File: config.mk
export PLATFORM = sky130hd
export DESIGN_NAME = serial_addsub
export DESIGN_NICKNAME = d
export VERILOG_FILES = /design/src/rtl/serial_addsub.sv
export SDC_FILE = /design/constraint.sdc
export NUM_CORES = 1
export LEC_CHECK = 0
export BUFFER_PORTS_ARGS = -buffer_cell sky130_fd_sc_hd__buf_2
export CORE_ASPECT_RATIO = 1.5
export CORE_MARGIN = 1.5
export CORE_UTILIZATION = 35
export DETAILED_ROUTE_END_ITERATION = 8
export SLEW_MARGIN = 20
export SYNTH_ARGS = -nofsm -noshare
export SYNTH_HDL_FRONTEND = slang
export SYNTH_SLANG_ARGS = --single-unit
export TNS_END_PERCENT = 30
File: constraint.sdc
create_clock -name clk -period 2.2 [get_ports clk]
set_clock_uncertainty 0.15 [all_clocks]
set_input_delay 0.44 -clock clk [delete_from_list [all_inputs] [get_ports clk]]
set_output_delay 0.44 -clock clk [all_outputs]
set_load 0.01 [all_outputs]
File: src/rtl/serial_addsub.sv
// Bit-serial adder/subtractor: one full-adder/subtractor cell processes one bit per clock, LSB first.
// Operands load on start; S/Cout update once per operation and hold until the next result.
module serial_addsub #(
    parameter int WIDTH = 8
) (
    input  logic             clk,
    input  logic             rst_n,
    input  logic             start,
    input  logic             Sub,
    input  logic [WIDTH-1:0] A,
    input  logic [WIDTH-1:0] B,
    input  logic             Cin,
    output logic             busy,
    output logic             done,
    output logic [WIDTH-1:0] S,
    output logic             Cout,
    output logic [1:0]       o_dbg_state
);

    localparam int CNT_W = (WIDTH > 1) ? $clog2(WIDTH) : 1;

    typedef enum logic [1:0] {
        IDLE  = 2'd0,
        SHIFT = 2'd1,
        DONE  = 2'd2
    } state_t;

    state_t           r_state;
    state_t           w_next;
    logic [WIDTH-1:0] r_a;
    logic [WIDTH-1:0] r_b;
    logic [WIDTH-1:0] r_res;
    logic [WIDTH-1:0] r_s;
    logic             r_sub;
    logic             r_c;
    logic             r_cout;
    logic [CNT_W-1:0] r_cnt;

    logic             w_a;
    logic             w_b;
    logic             w_bit;
    logic             w_cnext;
    logic             w_last;
    logic             w_load;

    assign w_a     = r_a[0];
    assign w_b     = r_b[0];
    assign w_bit   = w_a ^ w_b ^ r_c;
    assign w_cnext = r_sub ? ((~w_a & w_b) | (r_c & ~(w_a ^ w_b)))
                           : ((w_a & w_b) | (r_c & (w_a ^ w_b)));
    assign w_last  = (r_cnt == CNT_W'(WIDTH - 1));
    // start is honoured in IDLE and in DONE (back-to-back), never while shifting.
    assign w_load  = (r_state != SHIFT) && start;

    always_comb begin
        w_next = r_state;
        case (r_state)
            IDLE:    if (start) w_next = SHIFT;
            SHIFT:   if (w_last) w_next = DONE;
            DONE:    w_next = start ? SHIFT : IDLE;
            default: w_next = IDLE;
        endcase
    end

    always_ff @(posedge clk or negedge rst_n) begin
        if (!rst_n) begin
            r_state <= IDLE;
        end else begin
            r_state <= w_next;
        end
    end

    always_ff @(posedge clk or negedge rst_n) begin
        if (!rst_n) begin
            r_a    <= '0;
            r_b    <= '0;
            r_res  <= '0;
            r_s    <= '0;
            r_sub  <= 1'b0;
            r_c    <= 1'b0;
            r_cout <= 1'b0;
            r_cnt  <= '0;
        end else if (w_load) begin
            r_a   <= A;
            r_b   <= B;
            r_sub <= Sub;
            r_c   <= Cin;
            r_cnt <= '0;
        end else if (r_state == SHIFT) begin
            r_a   <= r_a >> 1;
            r_b   <= r_b >> 1;
            r_res <= {w_bit, r_res[WIDTH-1:1]};
            r_c   <= w_cnext;
            r_cnt <= r_cnt + 1'b1;
            // Outputs are published only with the final bit so partial sums never show.
            if (w_last) begin
                r_s    <= {w_bit, r_res[WIDTH-1:1]};
                r_cout <= w_cnext;
            end
        end
    end

    assign busy        = (r_state == SHIFT);
    assign done        = (r_state == DONE);
    assign S           = r_s;
    assign Cout        = r_cout;
    assign o_dbg_state = r_state;

endmodule
Yosys cells after proc, flatten, opt, wreduce, memory -nomap -nowiden
Index checks and enable logic that the tools add are counted.
{"block": "totals", "output_inout_bits": 13, "wordCells": 46, "register_bits": 40}
{"block": "classes", "mux": 13, "bitwise": 11, "eq_ne": 6, "add_sub_neg": 1, "n_reduce_logical": 6}
{"cell": "$mux 8", "n": 4}
{"cell": "$mux 3", "n": 2}
{"cell": "$pmux 2 s3", "n": 1}
{"cell": "$and 1x1->1", "n": 4}
{"cell": "$mux 1", "n": 4}
{"cell": "$mux 2", "n": 2}
{"cell": "$ne 2x1->1 const B", "n": 2}
{"cell": "$reduce_and 2->1", "n": 2}
{"cell": "$add 3x1->3 const B", "n": 1}
{"cell": "$eq 3x3->1 const B", "n": 1}
{"cell": "$not 1->1", "n": 3}
{"cell": "$reduce_and 3->1", "n": 1}
{"cell": "$eq 2x1->1 const B", "n": 1}
{"cell": "$eq 2x2->1 const B", "n": 1}
{"cell": "$logic_not 2->1", "n": 1}
{"cell": "$ne 2x2->1 const B", "n": 1}
{"cell": "$or 1x1->1", "n": 2}
{"cell": "$reduce_bool 2->1", "n": 1}
{"cell": "$xor 1x1->1", "n": 2}
{"cell": "$logic_and 1x1->1", "n": 1}

Longest topological paths before layout
{"block": "depth", "word_depth": 7, "ltp_mapped": 6, "mapped_depth_nobuf": 5}

Worst setup path after synthesis
Ideal clock, no wire load.
{"block": "synth_timing", "path_kind": "register -> register", "start": "reg r_cnt[0]", "end": "reg r_s[1], in the netlist S[1]", "setup_slack_ns": 0.613, "setup_time_ns": 0.125, "t_arrival_ns": 1.312, "required_ns": 1.925, "stages_incl_launch_ff": 6, "path_cell_list": "dfrtp_1 ha_1 ha_1 nand3b_1 buf_6 mux2_4"}
{"block": "synth_between", "elab_chain_len": 2}
{"item": "from (decl)", "line": "37", "text": "logic [CNT_W-1:0] r_cnt;"}
{"item": "from (signal assigned)", "line": "94", "text": "r_cnt <= r_cnt + 1'b1;"}
{"item": "$eq 3x3->1", "line": "51", "text": "assign w_last = (r_cnt == CNT_W'(WIDTH - 1));"}
{"item": "$reduce_and 3->1 (no source line)"}
{"item": "to (signal assigned)", "line": "97", "text": "r_s <= {w_bit, r_res[WIDTH-1:1]};"}
{"item": "to (decl)", "line": "33", "text": "logic [WIDTH-1:0] r_s;"}
No other way between the ends.
A chain may end at the register's enable or synchronous reset.

Final worst setup path
{"block": "layout_timing", "start": "reg r_state[1], in the netlist o_dbg_state[1]", "end": "out busy"}
{"block": "layout_between", "elab_chain_len": 1}
{"item": "from (decl)", "line": "28", "text": "state_t r_state;"}
{"item": "from (signal assigned)", "line": "69", "text": "r_state <= w_next;"}
{"item": "$eq 2x1->1", "line": "103", "text": "assign busy = (r_state == SHIFT);"}
{"item": "to (decl)", "line": "13", "text": "output logic busy,"}
No other way between the ends.

==> impl_metrics.csv <==
group,metric,value,unit
global_route,use_met2,0.208,
routing,wl,2.93,mm
global_route,met3_usage,0.0453,
yosys,synth_async_sr_flop_share,1.00,
floorplan,rows,30,
routing,wl_per_cell,11.5,um
yosys,syn_inst,153,
power,powerDensity,1280,nW/um2
sta,period_minus_slack,1850,ps
power,p_switching,0.000902,W
place,gp_congestion,0.695,
critical_path,arrival,1260,ps
floorplan,die_area,5310,um2
yosys,yosys_warnings,0,
yosys,synth_seq_cells,39,
sta,worst_slew_margin_rel,0.675,
status,outcome,"completed",
global_route,grt_pass1_wl,5.13,mm
clock_tree,clk_pin_slew,70,ps
critical_path,crit_family,"flip-flops",
power,internal-power,0.00171,W
sta,finalMaxSlewViolations,0,
yosys,synth-simple-area-share,0.117,
yosys,synth_mux_area_frac,0.162,
global_route,first_global_vias,1156,
critical_path,end_kind,"output pin",
global_route,antenna_found_initial,0,
sta,finalCritPeriodShare,0.839,
power,ir_drop,0.521,mV
clock_tree,cts.sinks,39,
cells_and_area,layout-drive-gt1-share,0.283,
clock_tree,cts_tree,"yes",
clock_tree,clock_path_buffers,2,
routing,ant_nets,0,
routing,vias_per_cell,4.48,
critical_path,critPathKind,"reg -> out",
yosys,synth_compound_area_frac,0.0712,
clock_tree,cts-resized-gates,0,
sta,setup_viol,0,
critical_path,slowest_delay,400,ps
floorplan,top_level_ports,34,
yosys,ys_seq_area_frac,0.572,
critical_path,critical_path.max_fanout,15,
routing,dr.pass1.iters,4,
routing,drt_iter0_markers,31,
power,p_leak,1.08,nW
cells_and_area,diodes,0,
clock_tree,h-tree-depth,2,
power,power.clock.fraction,0.198,
power,seqPwrFrac,0.466,
routing,vias,1142,
yosys,synthFlopType,"dfrtp_1",
clock_tree,cts-hold-fix-buffers,0,
critical_path,cp.required,1610,ps
clock_tree,cts-root-buf,"clkbuf_8",
critical_path,worstReg2RegEnd,"S[0]",
global_route,use_met1,0.155,
cells_and_area,fin_nets,215,
global_route,grt_most_used_layer,"met2",
yosys,ys_types,22,
clock_tree,clock_latency,290,ps
yosys,synth_enable_flop_cells,0,
floorplan,die_w,60.0,um
sta,tightest_slew,487,ps
critical_path,critPathSlowestCell,"dfrtp_1",
critical_path,rr_startpoint,"r_cnt[0]",
global_route,grt_overflow,0,
global_route,grt_max_degree,40,
sta,rsz0062_at_grt,"false",
floorplan,die_h,88.5,um
yosys,synth.avg_cell_area,11.1,um2
min_path,hold_path_class,"in -> async",
job,maxCapViolCount,0,
sta,max_freq,542,MHz
clock_tree,postCtsSetupBuffers,0,
global_route,grt_usage,0.128,
critical_path,worstPathCellList,"nand2b_1 -> inv_2 -> buf_2",
critical_path,startpoint_type,"register",
power,p_comb_frac,0.336,
cells_and_area,area_growth,19.6,%
yosys,synth_fp_nets,178,
floorplan,start_util,0.369,
sta,fin_setup_tns,0,ps
floorplan,core_area,4620,um2
place,port_buffers,33,
yosys,synthesis.area,1710,um2
routing,remaining_drc_errors,0,
yosys,synth_top_family_by_area,"multiplexers",
cells_and_area,utilization,0.442,
critical_path,path_buf_inv,2,
power,switching_share,0.345,
clock_tree,cts_inserted_buffers,5,
critical_path,reg2reg_depth,5,
yosys,synthAdderAreaFrac,0.0382,
sta,finalHoldViolations,0,
critical_path,reg2reg_slack,510,ps
yosys,synthXorXnorAreaFrac,0,
place,hpwl,2.08,mm
[power groups by stage]
stage               Sequential, W  Clock, W  Combinational (W)
floorplan                 0.00123         0           0.000618
detailed placement        0.00123         0           0.000901
global placement          0.00122         0           0.000876
CTS                       0.00122  0.000546           0.000902
global route              0.00126  0.000565            0.00103
finish                    0.00122  0.000518           0.000878
[cell type report]
class / count / area, um2
inverters: 5 / 18.8
repair buffers: 38 / 203
well taps: 64 / 80.1
clock buffers: 8 / 100
multi-input cells: 101 / 662
flip-flops and latches: 39 / 976
fillers: 463 / 2580
[kinds of logic after synthesis]
group / Yosys count
and+or+nand+nor: 50
DFF: 39
muxes: 24
AOI/OAI and AO/OA: 23
buffers and inverters: 13
adders and majority gates: 4
[worst max-delay path by stage]
| stage | startpoint | end | cells after the start |
|---|---|---|---|
| 2_1_floorplan | r_cnt[0] | S[1] | 5 |
| 3_3_place_gp | r_cnt[0] | S[0] | 5 |
| 3_5_place_dp | r_cnt[0] | S[0] | 5 |
| 4_1_cts | o_dbg_state[1] | busy | 3 |
| 5_1_grt | o_dbg_state[1] | busy | 3 |
| 6_report | o_dbg_state[1] | busy | 3 |
[layer usage]
metal  routed length [um]  share of wire  vias to the layer above
li1                     -              -                      574
met1                 1320           0.45                      529
met2                 1390           0.48                       33
met3                  174          0.059                        6
met4                   42          0.014                        0
met5                    0              0                        -
[state kept, by name, summed over array words and instances, names as in the netlist, 2 cells and up]
name         count
o_dbg_state      2
r_a              8
r_cnt            3
S                8
r_b              8
r_res            7
[cells in the mapped netlist, types with 2 or more instances]
library cell | n | area, um2
buf_2 | 6 | 30.0
o21ai_1 | 2 | 10.0
nand3_1 | 2 | 10.0
nor2_1 | 2 | 7.51
fa_1 | 2 | 40.0
nand2_1 | 43 | 161
mux2i_1 | 16 | 160
inv_1 | 4 | 15.0
o21ai_0 | 18 | 90.1
ha_1 | 2 | 25.0
dfrtp_1 | 39 | 976
mux2_4 | 7 | 105
[through the flow]
stage	area (um2)	hold WS [ps]	cells	power (W)	setup slack [ps]
final	2040	50.2	255	0.00261	354
after global routing	2040	86.8	255	0.00286	233
after CTS	2040	58.9	255	0.00267	329
after detailed placement	1940	319	247	0.00214	504
after global placement	1940	315	247	0.00210	546
after floorplan	1710	-5.59	153	0.00184	613
[worst reg2reg max path, delay by kind of cell, from the launching register on]
kind	cells	cell delay [ps]
adder cells (fa/ha/maj)	2	400
buffers and inverters	1	200
flip-flops	1	400
multiplexers	1	350
AND/OR/NAND/NOR	1	80
[cell usage in the layout (no fill, tap or decap), drive strengths merged, types with 2 or more instances in the layout]
| master | netlist | routed |
|---|---|---|
| nand2 | 43 | 43 |
| dfrtp | 39 | 39 |
| buf | 8 | 38 |
| o21ai | 20 | 20 |
| mux2i | 16 | 16 |
| mux2 | 8 | 8 |
| clkbuf | 0 | 8 |
| inv | 5 | 5 |
| nor2 | 2 | 2 |
| nand3 | 2 | 2 |
| fa | 2 | 2 |
| ha | 2 | 2 |
(Power assumes the default switching activity.)
